===== src/rtl/food_spawn_ctrl.sv =====
// Food placement sequencer: samples the random grid generator, snaps and clamps the sample into
// the playfield, queries the snake-body checker, retries on a hit and commits a food position.
// Optional build macro FOOD_BORDER_EN rejects candidates near the playfield edge without a query.
module food_spawn_ctrl #(
    parameter int GRID         = 10,
    parameter int X_MIN        = 20,
    parameter int X_MAX        = 620,
    parameter int Y_MIN        = 20,
    parameter int Y_MAX        = 460,
    parameter int MAX_TRIES    = 15,
    parameter int TRY_W        = 4,
    parameter int BORDER_CELLS = 2
) (
    input  logic       VGA_clk,
    input  logic       reset,
    input  logic       spawn_req,
    input  logic [9:0] rand_X,
    input  logic [8:0] rand_Y,
    output logic       chk_req,
    output logic [9:0] chk_X,
    output logic [8:0] chk_Y,
    input  logic       chk_ack,
    input  logic       chk_hit,
    output logic [9:0] food_X,
    output logic [8:0] food_Y,
    output logic       food_valid,
    output logic       busy,
    output logic       spawn_done,
    output logic       spawn_fail,
    output logic [1:0] dbg_state
);

    // Checker handshake: chk_req with chk_X/chk_Y is held stable until the first cycle chk_ack=1
    // while chk_req=1; that cycle completes the transfer (zero-wait ack allowed), chk_ack is
    // ignored whenever chk_req=0.
    typedef enum logic [1:0] {
        S_IDLE   = 2'd0,
        S_SAMPLE = 2'd1,
        S_QUERY  = 2'd2
    } state_e;

    localparam logic [9:0]     GRID_X   = GRID[9:0];
    localparam logic [8:0]     GRID_Y   = GRID[8:0];
    localparam logic [9:0]     XMIN_V   = X_MIN[9:0];
    localparam logic [9:0]     XMAX_V   = X_MAX[9:0];
    localparam logic [8:0]     YMIN_V   = Y_MIN[8:0];
    localparam logic [8:0]     YMAX_V   = Y_MAX[8:0];
    localparam logic [TRY_W:0] MAX_T    = MAX_TRIES[TRY_W:0];
    localparam int             BORDER_PX = BORDER_CELLS * GRID;

    state_e           state_q, state_d;
    logic [TRY_W-1:0] tries_q, tries_d;
    logic             chk_req_q, chk_req_d;
    logic [9:0]       chk_x_q, chk_x_d;
    logic [8:0]       chk_y_q, chk_y_d;
    logic [9:0]       food_x_q, food_x_d;
    logic [8:0]       food_y_q, food_y_d;
    logic             food_valid_q, food_valid_d;
    logic             busy_q, busy_d;
    logic             done_q, done_d;
    logic             fail_q, fail_d;

    logic [9:0]       snap_x, cand_x;
    logic [8:0]       snap_y, cand_y;
    logic [TRY_W:0]   tries_inc;
    logic             last_try;

    always_comb begin
        snap_x = rand_X - (rand_X % GRID_X);
        snap_y = rand_Y - (rand_Y % GRID_Y);
        cand_x = (snap_x < XMIN_V) ? XMIN_V : ((snap_x > XMAX_V) ? XMAX_V : snap_x);
        cand_y = (snap_y < YMIN_V) ? YMIN_V : ((snap_y > YMAX_V) ? YMAX_V : snap_y);
    end

    // The try about to be spent is the last one when the incremented count reaches MAX_TRIES.
    assign tries_inc = {1'b0, tries_q} + 1'b1;
    assign last_try  = (tries_inc == MAX_T);

`ifdef FOOD_BORDER_EN
    localparam logic [9:0] XLO_B = XMIN_V + BORDER_PX[9:0];
    localparam logic [9:0] XHI_B = XMAX_V - BORDER_PX[9:0];
    localparam logic [8:0] YLO_B = YMIN_V + BORDER_PX[8:0];
    localparam logic [8:0] YHI_B = YMAX_V - BORDER_PX[8:0];
    logic in_border;
    assign in_border = (cand_x < XLO_B) || (cand_x > XHI_B) ||
                       (cand_y < YLO_B) || (cand_y > YHI_B);
`else
    localparam int BORDER_UNUSED = BORDER_PX;
`endif

    always_comb begin
        state_d      = state_q;
        tries_d      = tries_q;
        chk_req_d    = chk_req_q;
        chk_x_d      = chk_x_q;
        chk_y_d      = chk_y_q;
        food_x_d     = food_x_q;
        food_y_d     = food_y_q;
        food_valid_d = food_valid_q;
        busy_d       = busy_q;
        done_d       = 1'b0;
        fail_d       = 1'b0;

        unique case (state_q)
            S_IDLE: begin
                if (spawn_req) begin
                    state_d      = S_SAMPLE;
                    food_valid_d = 1'b0;
                    busy_d       = 1'b1;
                    tries_d      = '0;
                end
            end
            S_SAMPLE: begin
`ifdef FOOD_BORDER_EN
                if (in_border) begin
                    if (last_try) begin
                        state_d      = S_IDLE;
                        food_x_d     = cand_x;
                        food_y_d     = cand_y;
                        food_valid_d = 1'b1;
                        busy_d       = 1'b0;
                        done_d       = 1'b1;
                        fail_d       = 1'b1;
                    end else begin
                        tries_d = tries_inc[TRY_W-1:0];
                    end
                end else begin
                    chk_x_d   = cand_x;
                    chk_y_d   = cand_y;
                    chk_req_d = 1'b1;
                    state_d   = S_QUERY;
                end
`else
                chk_x_d   = cand_x;
                chk_y_d   = cand_y;
                chk_req_d = 1'b1;
                state_d   = S_QUERY;
`endif
            end
            S_QUERY: begin
                if (chk_ack) begin
                    chk_req_d = 1'b0;
                    if (!chk_hit || last_try) begin
                        state_d      = S_IDLE;
                        food_x_d     = chk_x_q;
                        food_y_d     = chk_y_q;
                        food_valid_d = 1'b1;
                        busy_d       = 1'b0;
                        done_d       = 1'b1;
                        fail_d       = chk_hit;
                    end else begin
                        tries_d = tries_inc[TRY_W-1:0];
                        state_d = S_SAMPLE;
                    end
                end
            end
            default: state_d = S_IDLE;
        endcase
    end

    always_ff @(posedge VGA_clk or posedge reset) begin
        if (reset) begin
            state_q      <= S_IDLE;
            tries_q      <= '0;
            chk_req_q    <= 1'b0;
            chk_x_q      <= '0;
            chk_y_q      <= '0;
            food_x_q     <= 10'd320;
            food_y_q     <= 9'd240;
            food_valid_q <= 1'b0;
            busy_q       <= 1'b0;
            done_q       <= 1'b0;
            fail_q       <= 1'b0;
        end else begin
            state_q      <= state_d;
            tries_q      <= tries_d;
            chk_req_q    <= chk_req_d;
            chk_x_q      <= chk_x_d;
            chk_y_q      <= chk_y_d;
            food_x_q     <= food_x_d;
            food_y_q     <= food_y_d;
            food_valid_q <= food_valid_d;
            busy_q       <= busy_d;
            done_q       <= done_d;
            fail_q       <= fail_d;
        end
    end

    assign chk_req    = chk_req_q;
    assign chk_X      = chk_x_q;
    assign chk_Y      = chk_y_q;
    assign food_X     = food_x_q;
    assign food_Y     = food_y_q;
    assign food_valid = food_valid_q;
    assign busy       = busy_q;
    assign spawn_done = done_q;
    assign spawn_fail = fail_q;
    assign dbg_state  = state_q;

endmodule


===== config.mk =====
export PLATFORM = sky130hd
export DESIGN_NAME = food_spawn_ctrl
export DESIGN_NICKNAME = d
export VERILOG_FILES = /design/src/rtl/food_spawn_ctrl.sv
export SDC_FILE = /design/constraint.sdc
export NUM_CORES = 1
export LEC_CHECK = 0
export BUFFER_PORTS_ARGS = -buffer_cell sky130_fd_sc_hd__buf_2
export CAP_MARGIN = 10
export CORE_ASPECT_RATIO = 2
export CORE_UTILIZATION = 50
export DETAILED_ROUTE_END_ITERATION = 10
export PLACE_DENSITY = 0.71
export SETUP_SLACK_MARGIN = 0.3
export SLEW_MARGIN = 20
export SYNTH_ARGS = -nofsm -noshare
export SYNTH_HDL_FRONTEND = slang
export SYNTH_SLANG_ARGS = --single-unit

===== constraint.sdc =====
create_clock -name VGA_clk -period 2.6 [get_ports VGA_clk]
set_clock_uncertainty 0.1 [all_clocks]
set_input_delay 0.52 -clock VGA_clk [delete_from_list [all_inputs] [get_ports VGA_clk]]
set_output_delay 0.52 -clock VGA_clk [all_outputs]
set_load 0.005 [all_outputs]

# Word-level counts from Yosys, hierarchy flattened
# Index checks and enable logic that the tools add are counted.
[classes]
n_eq_ne = 7
mux = 28
n_addsub = 3
n_reduce_logical = 10
magnitude_cmp = 4
n_div = 2
[ops]
columns = ["operator", "count"]
rows = [
  ["$mux W10", 2],
  ["$mux W9", 2],
  ["$mux W1", 14],
  ["$mux W4", 3],
  ["$gt A10 B10 Y1 const B", 1],
  ["$lt A10 B5 Y1 const B", 1],
  ["$mod A10 B4 Y10 const B", 1],
  ["$sub A10 B10 Y10", 1],
  ["$gt A9 B9 Y1 const B", 1],
  ["$lt A9 B5 Y1 const B", 1],
  ["$mod A9 B4 Y9 const B", 1],
  ["$sub A9 B9 Y9", 1],
  ["$ne A2 B2 Y1 const B", 4],
  ["$pmux W4 S2", 1],
  ["$reduce_and A4 Y1", 2],
  ["$pmux W1 S2", 3],
  ["$pmux W2 S3", 1],
  ["$add A4 B1 Y5 const B", 1],
  ["$eq A5 B4 Y1 const B", 1],
  ["$mux W2", 2],
  ["$reduce_and A2 Y1", 2],
  ["$reduce_bool A2 Y1", 2],
  ["$reduce_and A3 Y1", 1],
  ["$eq A2 B1 Y1 const B", 1],
  ["other kinds (4)", 4],
]
[totals]
inputBits = 24
reg_bits = 49
word_cells = 65
output_inout_bits = 45

# Logic depth before layout (Yosys ltp)
# Gate-level depths: netlist of the first run.
[depth]
depth_word = 6
mapped_depth = 22
ltp_nobuf = 19

# Worst setup path before layout of the first run
# OpenSTA, ideal clock, no wires.
[synth_timing]
path_kind = "in2reg"
from = "input rand_Y[6]"
to = "register chk_y_q[3], in the netlist chk_Y[3]"
n_path_buf = 2
arrival_ps = 4722
setup_ps = 139
stages = 21
path_slack_ps = -2361
path_cell_list = "buf_6 or4b_4 a21oi_2 a211oi_1 or3_1 o221ai_2 inv_4 ha_1 o31a_1 or2_1 o21ai_1 ha_1 clkbuf_1 nor3_1 a211o_1 a311oi_1 nand4_1 nor3_2 o221ai_1 nor3b_1 a31oi_1"
[synth_between]
elab_chain_cells = 5
word_cells_on_any_way = 6
classes_between = "add/sub (1); div (1); order compare (2); mux (2)"
[synth_lines]
columns = ["element", "line", "source"]
rows = [
  ["start: declaration", "18", "input logic [8:0] rand_Y,"],
  ["$mod A9 B4 Y9", "70", "snap_y = rand_Y - (rand_Y % GRID_Y);"],
  ["$sub A9 B9 Y9 *", "70", ""],
  ["$gt A9 B9 Y1", "72", "cand_y = (snap_y < YMIN_V) ? YMIN_V : ((snap_y > YMAX_V) ? YMAX_V : snap_y);"],
  ["$mux W9", "72", ""],
  ["$mux W9 *", "72", ""],
  ["end signal: assignment", "179", "chk_y_q <= chk_y_d;"],
  ["end: declaration", "55", "logic [8:0] chk_y_q, chk_y_d;"],
]
# Mark *: on every way between the ends. The rest lies on a longest branch, timed or not.
# A chain may end at the register's enable or synchronous reset.

# Worst setup path in the final report of the first run
[layout_timing]
from = "input rand_X[7]"
to = "register chk_x_q[2], in the netlist chk_X[2]"
[layout_between]
elab_chain_cells = 5
word_cells_on_any_way = 6
classes_between = "add/sub (1); div (1); order compare (2); mux (2)"
[layout_lines]
columns = ["element", "line", "source"]
rows = [
  ["start: declaration", "17", "input logic [9:0] rand_X,"],
  ["$mod A10 B4 Y10", "69", "snap_x = rand_X - (rand_X % GRID_X);"],
  ["$sub A10 B10 Y10 *", "69", ""],
  ["$gt A10 B10 Y1", "71", "cand_x = (snap_x < XMIN_V) ? XMIN_V : ((snap_x > XMAX_V) ? XMAX_V : snap_x);"],
  ["$mux W10", "71", ""],
  ["$mux W10 *", "71", ""],
  ["end signal: assignment", "178", "chk_x_q <= chk_x_d;"],
  ["end: declaration", "54", "logic [9:0] chk_x_q, chk_x_d;"],
]
# Marks and branches as above.

==> results.txt, run 1 <==
----------------------------------------------------
[Die]
  Area enclosed by the die boundary ... 9510 µm²
  # IOs ... 69
  Initial cell density of the core ... 0.522
  FP Rows ... 48
  Std-Cell Core Area ... 8710 µm²
  Die X-Extent ... 69.5 µm
  Height of the die ... 137 µm

[Synth]
  Synth top area share ... 0.215
  Most instantiated flip-flop cell in the synthesis netlist ... sky130_fd_sc_hd__dfrtp_1
  Cell type with the highest aggregate area in the netlist ... sky130_fd_sc_hd__dfrtp_1
  Area contributors post-synth ... sky130_fd_sc_hd__dfrtp_1 (21%), sky130_fd_sc_hd__ha_1 (5.8%), sky130_fd_sc_hd__mux2_2 (4.5%)
  Avg Cell Area, Syn ... 8.62 µm²
  Number of warnings reported in the yosys synthesis log ... 0
  Synthesized instance count ... 528
  Number of distinct library cells after synthesis ... 104
  Async SR Flop Fraction ... 1.00
  Number of synthesized register bits ... 45
  Number of flops mapped to enable cells by yosys ... 0
  Share of the yosys chip area belonging to registers ... 0.249
  Post-synthesis instance area ... 4550 µm²

[Placed design]
  HPWL Detailed ... 11,900 µm
  Buffers added on ports ... 63
  Final estimated routing congestion in global placement ... 0.948
  Cell Count Post-Placement ... 820

[Pwr]
  Part of the power in registers ... 0.258
  Share of total power in combinational logic ... 0.613
  Clock network fraction of total power ... 0.129
  Maximum VDD drop ... 0.000414 V
  Pwr/cell area ... 668 nW/µm²
  Power spent charging and discharging nets ... 0.00203 W
  Internal portion of total power ... 0.00287 W
  Leak pwr ... 3.26 nW
  Switching share of power ... 0.415

[Route]
  Remaining number of nets flagged by the antenna check after routing ... 0
  Detailed-route DRC error count ... 0
  First drt pass iteration count ... 5
  DRT iter0 DRCs ... 327
  Routed wirelength normalized by instance count ... 22.0 µm
  Number of vias per cell ... 6.43
  Routed via count ... 5,592
  Total detailed-routing wirelength ... 19,100 µm

[Finish]
  Fraction of layout instances using a drive strength above 1 ... 0.542
  Final #Nets ... 814
  Count of antenna diodes in the layout ... 0
  Final cell count without fillers ... 870
  Commonest non-fill, non-tap cells in the layout ... sky130_fd_sc_hd__buf_4 (164), sky130_fd_sc_hd__buf_2 (57), sky130_fd_sc_hd__dfrtp_1 (39), sky130_fd_sc_hd__nand2_1 (36), sky130_fd_sc_hd__nor2_1 (32)
  Area Overhead vs Synth ... 61.1%
  Fillers ... 440
  Most common cell after layout, fill and taps aside ... sky130_fd_sc_hd__buf_4

[STA]
  Count of final setup violators ... 17
  Slew at the pin closest to its max-slew limit ... 803 ps
  Final Critical Period ... 4820 ps
  Final period util ... 1.85
  Worst slack on hold paths ... 205 ps
  Unrepaired setup endpoints after global routing ... yes
  PnR worst setup slack ... -2220 ps
  Final hold viol count ... 0
  Highest Clock Rate ... 0.208 GHz
  Final Max Tran Viols ... 0
  Slew margin rel. ... 0.464

[Global routing]
  Met2 Resource Use GR ... 0.760
  Global routing met1 resource utilization ... 0.295
  Total global-route track usage ... 0.368
  Met3 routing resource usage after global routing ... 0.0317
  Total gr overflow ... 0
  Global-route wire length before repair ... 27,300 µm
  Initial antenna violation count ... 0
  Via count of the first global-routing pass ... 5,811
  Largest net degree at the start of global routing ... 31
  Global route hottest layer ... met2

[CTS]
  Clock latency on the worst-skew pair ... 290 ps
  CTS buffer count ... 5
  Clock tree from TritonCTS ... done
  Clock Tree Buf Depth ... 2
  Clock transition time at the flip-flop clock pins of the worst setup and hold paths ... 60 ps
  Number of sinks driven by the clock tree ... 45
  H-tree lvl count ... 2
  Hold bufs inserted after CTS ... 0
  Root buffer cell ... sky130_fd_sc_hd__clkbuf_16

[Worst setup path]
  Most frequent cell on the critical path ... sky130_fd_sc_hd__o31a_1
  Required @ worst endpoint ... 2710 ps
  Crit start category ... input port
  Largest delay contributor family on the critical path ... compound AO/OA/AOI/OAI gates
  Arrival time at the worst endpoint ... 4930 ps
  Cell at the slowest stage of the critical path ... sky130_fd_sc_hd__or4_1
  Element type at the critical path end ... register
  Critical-path maximum fanout ... 6
  Slowest Stage Delay on Critical Path ... 530 ps
  CP Buf/Inv Count ... 3
  Critical Setup Path Class ... input port to register
  Critical-path cell list ... buf_8 > and2b_4 > mux2i_4 > buf_6 > a2111oi_4 > nor4b_4 > a31oi_4 > or4_1 > a21oi_2 > a211oi_2 > ha_1 > nor2b_4 > o31a_1 > o31a_1 > o2111ai_2 > o211a_1 > o211ai_1 > buf_4 > a31oi_1

[Worst hold path]
  Worst hold-check path type ... input port to asynchronous set/reset pin

[Status]
  Failing checks ... negative setup slack
  Outcome ... finished with violations

[Run]
  Maximum capacitance violations ... 0

----------------------------------------------------
## path summary, 6_finish.rpt
| check | end | cells after the start | slack (ps) | from |
|---|---|---|---|---|
| worst min-delay path | spawn_fail | 2 | 210 | reset |
| worst min register to register | food_X[1] | 1 | 400 | food_X[1] |
| min in group VGA_clk | spawn_fail | 3 | 360 | chk_hit |
| worst max register to register | chk_Y[2] | 6 | 440 | dbg_state[0] |
| max in group asynchronous | food_X[6] | 3 | 1500 | reset |
| worst max-delay path | chk_X[2] | 19 | -2220 | rand_X[7] |
## flip-flops by register name, summed over array words and instances (netlist names), 2 cells and up
name	cells
food_Y	8
food_X	9
chk_Y	8
chk_X	9
dbg_state	2
tries_q	4
## synthesized netlist by cell type, drive strengths merged, types with 6 or more instances
master  number
inv         18
nor2        37
nand2       42
o21ai       33
nand2b      23
dfstp        6
xor2        11
clkbuf      13
xnor2       12
mux2        20
a211oi      10
a21oi       23
nor3        22
dfrtp       39
ha          21
mux2i        8
nor2b       14
nor3b        6
buf         18
nand4       10
nand3       14
## per-stage QoR
step | TNS [ps] | util | setup WS [ps] | area, µm² | power (W)
after floorplan | -29430 | - | -2140 | 4770 | 0.00249
after global placement | -35390 | 0.707 | -2300 | 6150 | 0.00343
after detailed placement | -37460 | 0.707 | -2420 | 6150 | 0.00353
after CTS | -30630 | 0.806 | -1970 | 7020 | 0.00452
after global routing | -35900 | 0.842 | -2350 | 7330 | 0.00511
final | -33950 | 0.842 | -2220 | 7330 | 0.00490
## power by group through the flow
stage,Clock [W],Sequential [W],Combinational [W]
2_1_floorplan,0,0.00122,0.00127
3_3_place_gp,0,0.00123,0.00220
3_5_place_dp,0,0.00125,0.00229
4_1_cts,0.000627,0.00124,0.00266
5_1_grt,0.000652,0.00128,0.00317
6_report,0.000632,0.00126,0.00300
## cell families after synthesis
family                     share of synthesized area
and+or+nand+nor                                0.262
AOI/OAI and AO/OA                              0.249
buffers and inverters                         0.0572
DFF                                            0.249
muxes                                         0.0748
xor gates and xnor gates                      0.0459
adders and majority gates                     0.0600
other                                        0.00165
## what timing repair did
action	CTS	global route
resized for setup	97	49
pin swaps	59	17
setup endpoints to repair	17	34
cloned	1	0
buffers inserted	30	11
## per-layer routing
metal / part of all wire / up-vias / routed length, µm
met1: 0.29 / 2686 / 5610
met4: 0.097 / 0 / 1850
met2: 0.57 / 309 / 10900
met3: 0.043 / 152 / 814
met5: 0 / - / 0
li1: - / 2445 / -
## layout make-up
| cell class | instances | area (µm²) | area share |
|---|---|---|---|
| clock buffer | 6 | 129 | 0.0176 |
| clock inverter | 2 | 10.0 | 0.00137 |
| inverter | 19 | 73.8 | 0.0101 |
| multi-input combinational | 441 | 3900 | 0.532 |
| sequential | 45 | 1130 | 0.155 |
| tap | 100 | 125 | 0.0171 |
| timing repair buffer | 257 | 1960 | 0.267 |
Note: power is estimated with default switching activity, not from simulation.
==> run 2, diff against run 1 <==
--- a/config.mk
+++ b/config.mk
@@ -12,6 +12,7 @@
 export DETAILED_ROUTE_END_ITERATION = 10
 export PLACE_DENSITY = 0.71
 export SETUP_SLACK_MARGIN = 0.3
+export SKIP_LAST_GASP = 1
 export SLEW_MARGIN = 20
 export SYNTH_ARGS = -nofsm -noshare
 export SYNTH_HDL_FRONTEND = slang
==> run 2 against run 1 <==
Effect of this change:
- the run still ends with negative setup slack left
- setup slack worse by 91 ps
- final area is 0.10% lower
- die area stayed put
- cell count decreased by 0.23%
- clock-buffer cell count is the same
- register-to-register slack worse by 120 ps
- critical path type unchanged
==> results.txt, run 2 (same netlist as run 1, synthesis figures left out) <==
----------------------------------------------------
[Status]
  Outcome ... finished with violations
  Failing checks ... negative setup slack

[Placed design]
  Worst setup slack before clock tree synthesis ... -2420 ps
  Final estimated routing congestion in global placement ... 0.948
  HPWL Detailed ... 11,900 µm
  Total cell area at the placement stage ... 6150 µm²
  Buffers added on ports ... 63

[STA]
  Slew margin rel. ... 0.393
  Final hold viol count ... 0
  PnR worst setup slack ... -2310 ps
  Unrepaired setup endpoints after global routing ... yes
  Final period util ... 1.89
  Count of final setup violators ... 17
  Setup_tns ... -34,400 ps
  Final Critical Period ... 4910 ps
  Highest Clock Rate ... 0.204 GHz
  Final Max Tran Viols ... 0
  Slew at the pin closest to its max-slew limit ... 908 ps

[Die]
  Area enclosed by the die boundary ... 9510 µm²
  Initial cell density of the core ... 0.522
  Std-Cell Core Area ... 8710 µm²
  Height of the die ... 137 µm
  FP Rows ... 48
  # IOs ... 69
  Die X-Extent ... 69.5 µm

[Route]
  DRT iter0 DRCs ... 395
  Remaining number of nets flagged by the antenna check after routing ... 0
  Total detailed-routing wirelength ... 19,600 µm
  Routed via count ... 5,697
  Detailed-route DRC error count ... 0
  Routed wirelength normalized by instance count ... 22.6 µm
  First drt pass iteration count ... 5
  Number of vias per cell ... 6.56

[Worst setup path]
  Slowest Stage Delay on Critical Path ... 430 ps
  Crit start category ... input port
  Required @ worst endpoint ... 2670 ps
  Critical Setup Path Class ... input port to register
  Most frequent cell on the critical path ... sky130_fd_sc_hd__buf_4
  Largest delay contributor family on the critical path ... compound AO/OA/AOI/OAI gates
  Depth of the most critical reg-to-reg path ... 6
  Arrival time at the worst endpoint ... 4980 ps
  Critical-path cell list ... buf_6 > and2b_4 > mux2i_4 > buf_4 > a2111oi_4 > nor4b_4 > buf_4 > a31oi_2 > or3_1 > a211oi_2 > nor4_2 > ha_2 > o21ai_2 > a22oi_2 > a211o_1 > o2111ai_2 > o211a_1 > o211ai_1 > nand2b_1 > a22o_1
  Critical-path maximum fanout ... 5
  CP Buf/Inv Count ... 3
  Element type at the critical path end ... register
  Cell at the slowest stage of the critical path ... sky130_fd_sc_hd__o211ai_1
  Critical path depth ... 20

[Worst hold path]
  Worst hold-check path type ... input port to asynchronous set/reset pin

[CTS]
  Clock Tree Buf Depth ... 2
  Clock transition time at the flip-flop clock pins of the worst setup and hold paths ... 60 ps
  Clock tree from TritonCTS ... done
  CTS buffer count ... 5
  Number of sinks driven by the clock tree ... 45
  Root buffer cell ... sky130_fd_sc_hd__clkbuf_16
  H-tree lvl count ... 2
  Clock latency on the worst-skew pair ... 290 ps

[Finish]
  Fraction of layout instances using a drive strength above 1 ... 0.536
  Final #Nets ... 812
  Final design instance area without fill ... 7320 µm²
  Fillers ... 440
  Total area of multi-input combinational cells ... 3900 µm²
  Count of antenna diodes in the layout ... 0
  Commonest non-fill, non-tap cells in the layout ... sky130_fd_sc_hd__buf_4 (166), sky130_fd_sc_hd__buf_2 (57), sky130_fd_sc_hd__dfrtp_1 (39), sky130_fd_sc_hd__nand2_1 (36), sky130_fd_sc_hd__nor2_1 (33)
  Most common cell after layout, fill and taps aside ... sky130_fd_sc_hd__buf_4
  Area taken by flip-flops and latches ... 1130 µm²
  Area Overhead vs Synth ... 60.9%

[Global routing]
  Via count of the first global-routing pass ... 5,845
  Global-route wire length before repair ... 27,800 µm
  Initial antenna violation count ... 0
  Total global-route track usage ... 0.375
  Total gr overflow ... 0
  Largest net degree at the start of global routing ... 31

[Pwr]
  Pwr/cell area ... 669 nW/µm²
  Leak pwr ... 3.25 nW
  Total power after layout ... 0.00490 W
  Maximum VDD drop ... 0.000403 V

[Run]
  Maximum capacitance violations ... 0

----------------------------------------------------
-- run 2: changes by cell type in the layout (fill, tap and decap cells not counted), sizes merged --
cell | previous run | this run
buf | 257 | 253
clkbuf | 6 | 8
-- run 2: power by group --
part / total, W / switching [W] / internal [W] / leakage [nW]
clock: 0.000631 / 0.000278 / 0.000354 / 0.0706
sequential: 0.00127 / 0.000252 / 0.00101 / 0.539
combinational: 0.00300 / 0.00154 / 0.00146 / 2.64
-- run 2: per-stage QoR --
stage / util / hold WS, ps / std cells
2_1_floorplan: - / 386 / 535
3_3_place_gp: 0.707 / 386 / 820
3_5_place_dp: 0.707 / 394 / 820
4_1_cts: 0.806 / 225 / 859
5_1_grt: 0.841 / 259 / 868
6_report: 0.841 / 207 / 868
-- run 2: final timing paths --
path                                   start          to  slack, ps
worst min-delay path                   reset  tries_q[1]        210
worst max register to register  dbg_state[0]    chk_Y[2]        320
worst max-delay path               rand_X[7]    chk_X[3]      -2310
max in group asynchronous              reset   food_X[6]       1510
min in group VGA_clk                 chk_hit  spawn_fail        370
worst min register to register     food_X[1]   food_X[1]        410
-- run 2: what timing repair did --
action,CTS,global route
pin swaps,58,31
endpoints found under the setup margin,17,34
hold buffers,0,0
setup buffers,30,7
gates cloned,1,2
resized for setup,96,43
-- run 2: layout make-up --
cell class | instances | area share
clock buffer | 6 | 0.0176
clock inverter | 2 | 0.00137
inverter | 19 | 0.0101
multi-input combinational | 441 | 0.532
sequential | 45 | 0.155
tap | 100 | 0.0171
timing repair buffer | 255 | 0.267
-- run 2: per-layer routing --
layer	vias to the layer above	part of all wire	track usage
li1	2445	-	-
met1	2722	0.29	0.303
met2	346	0.55	0.773
met3	184	0.050	0.0309
met4	0	0.11	0.323
met5	-	0	0
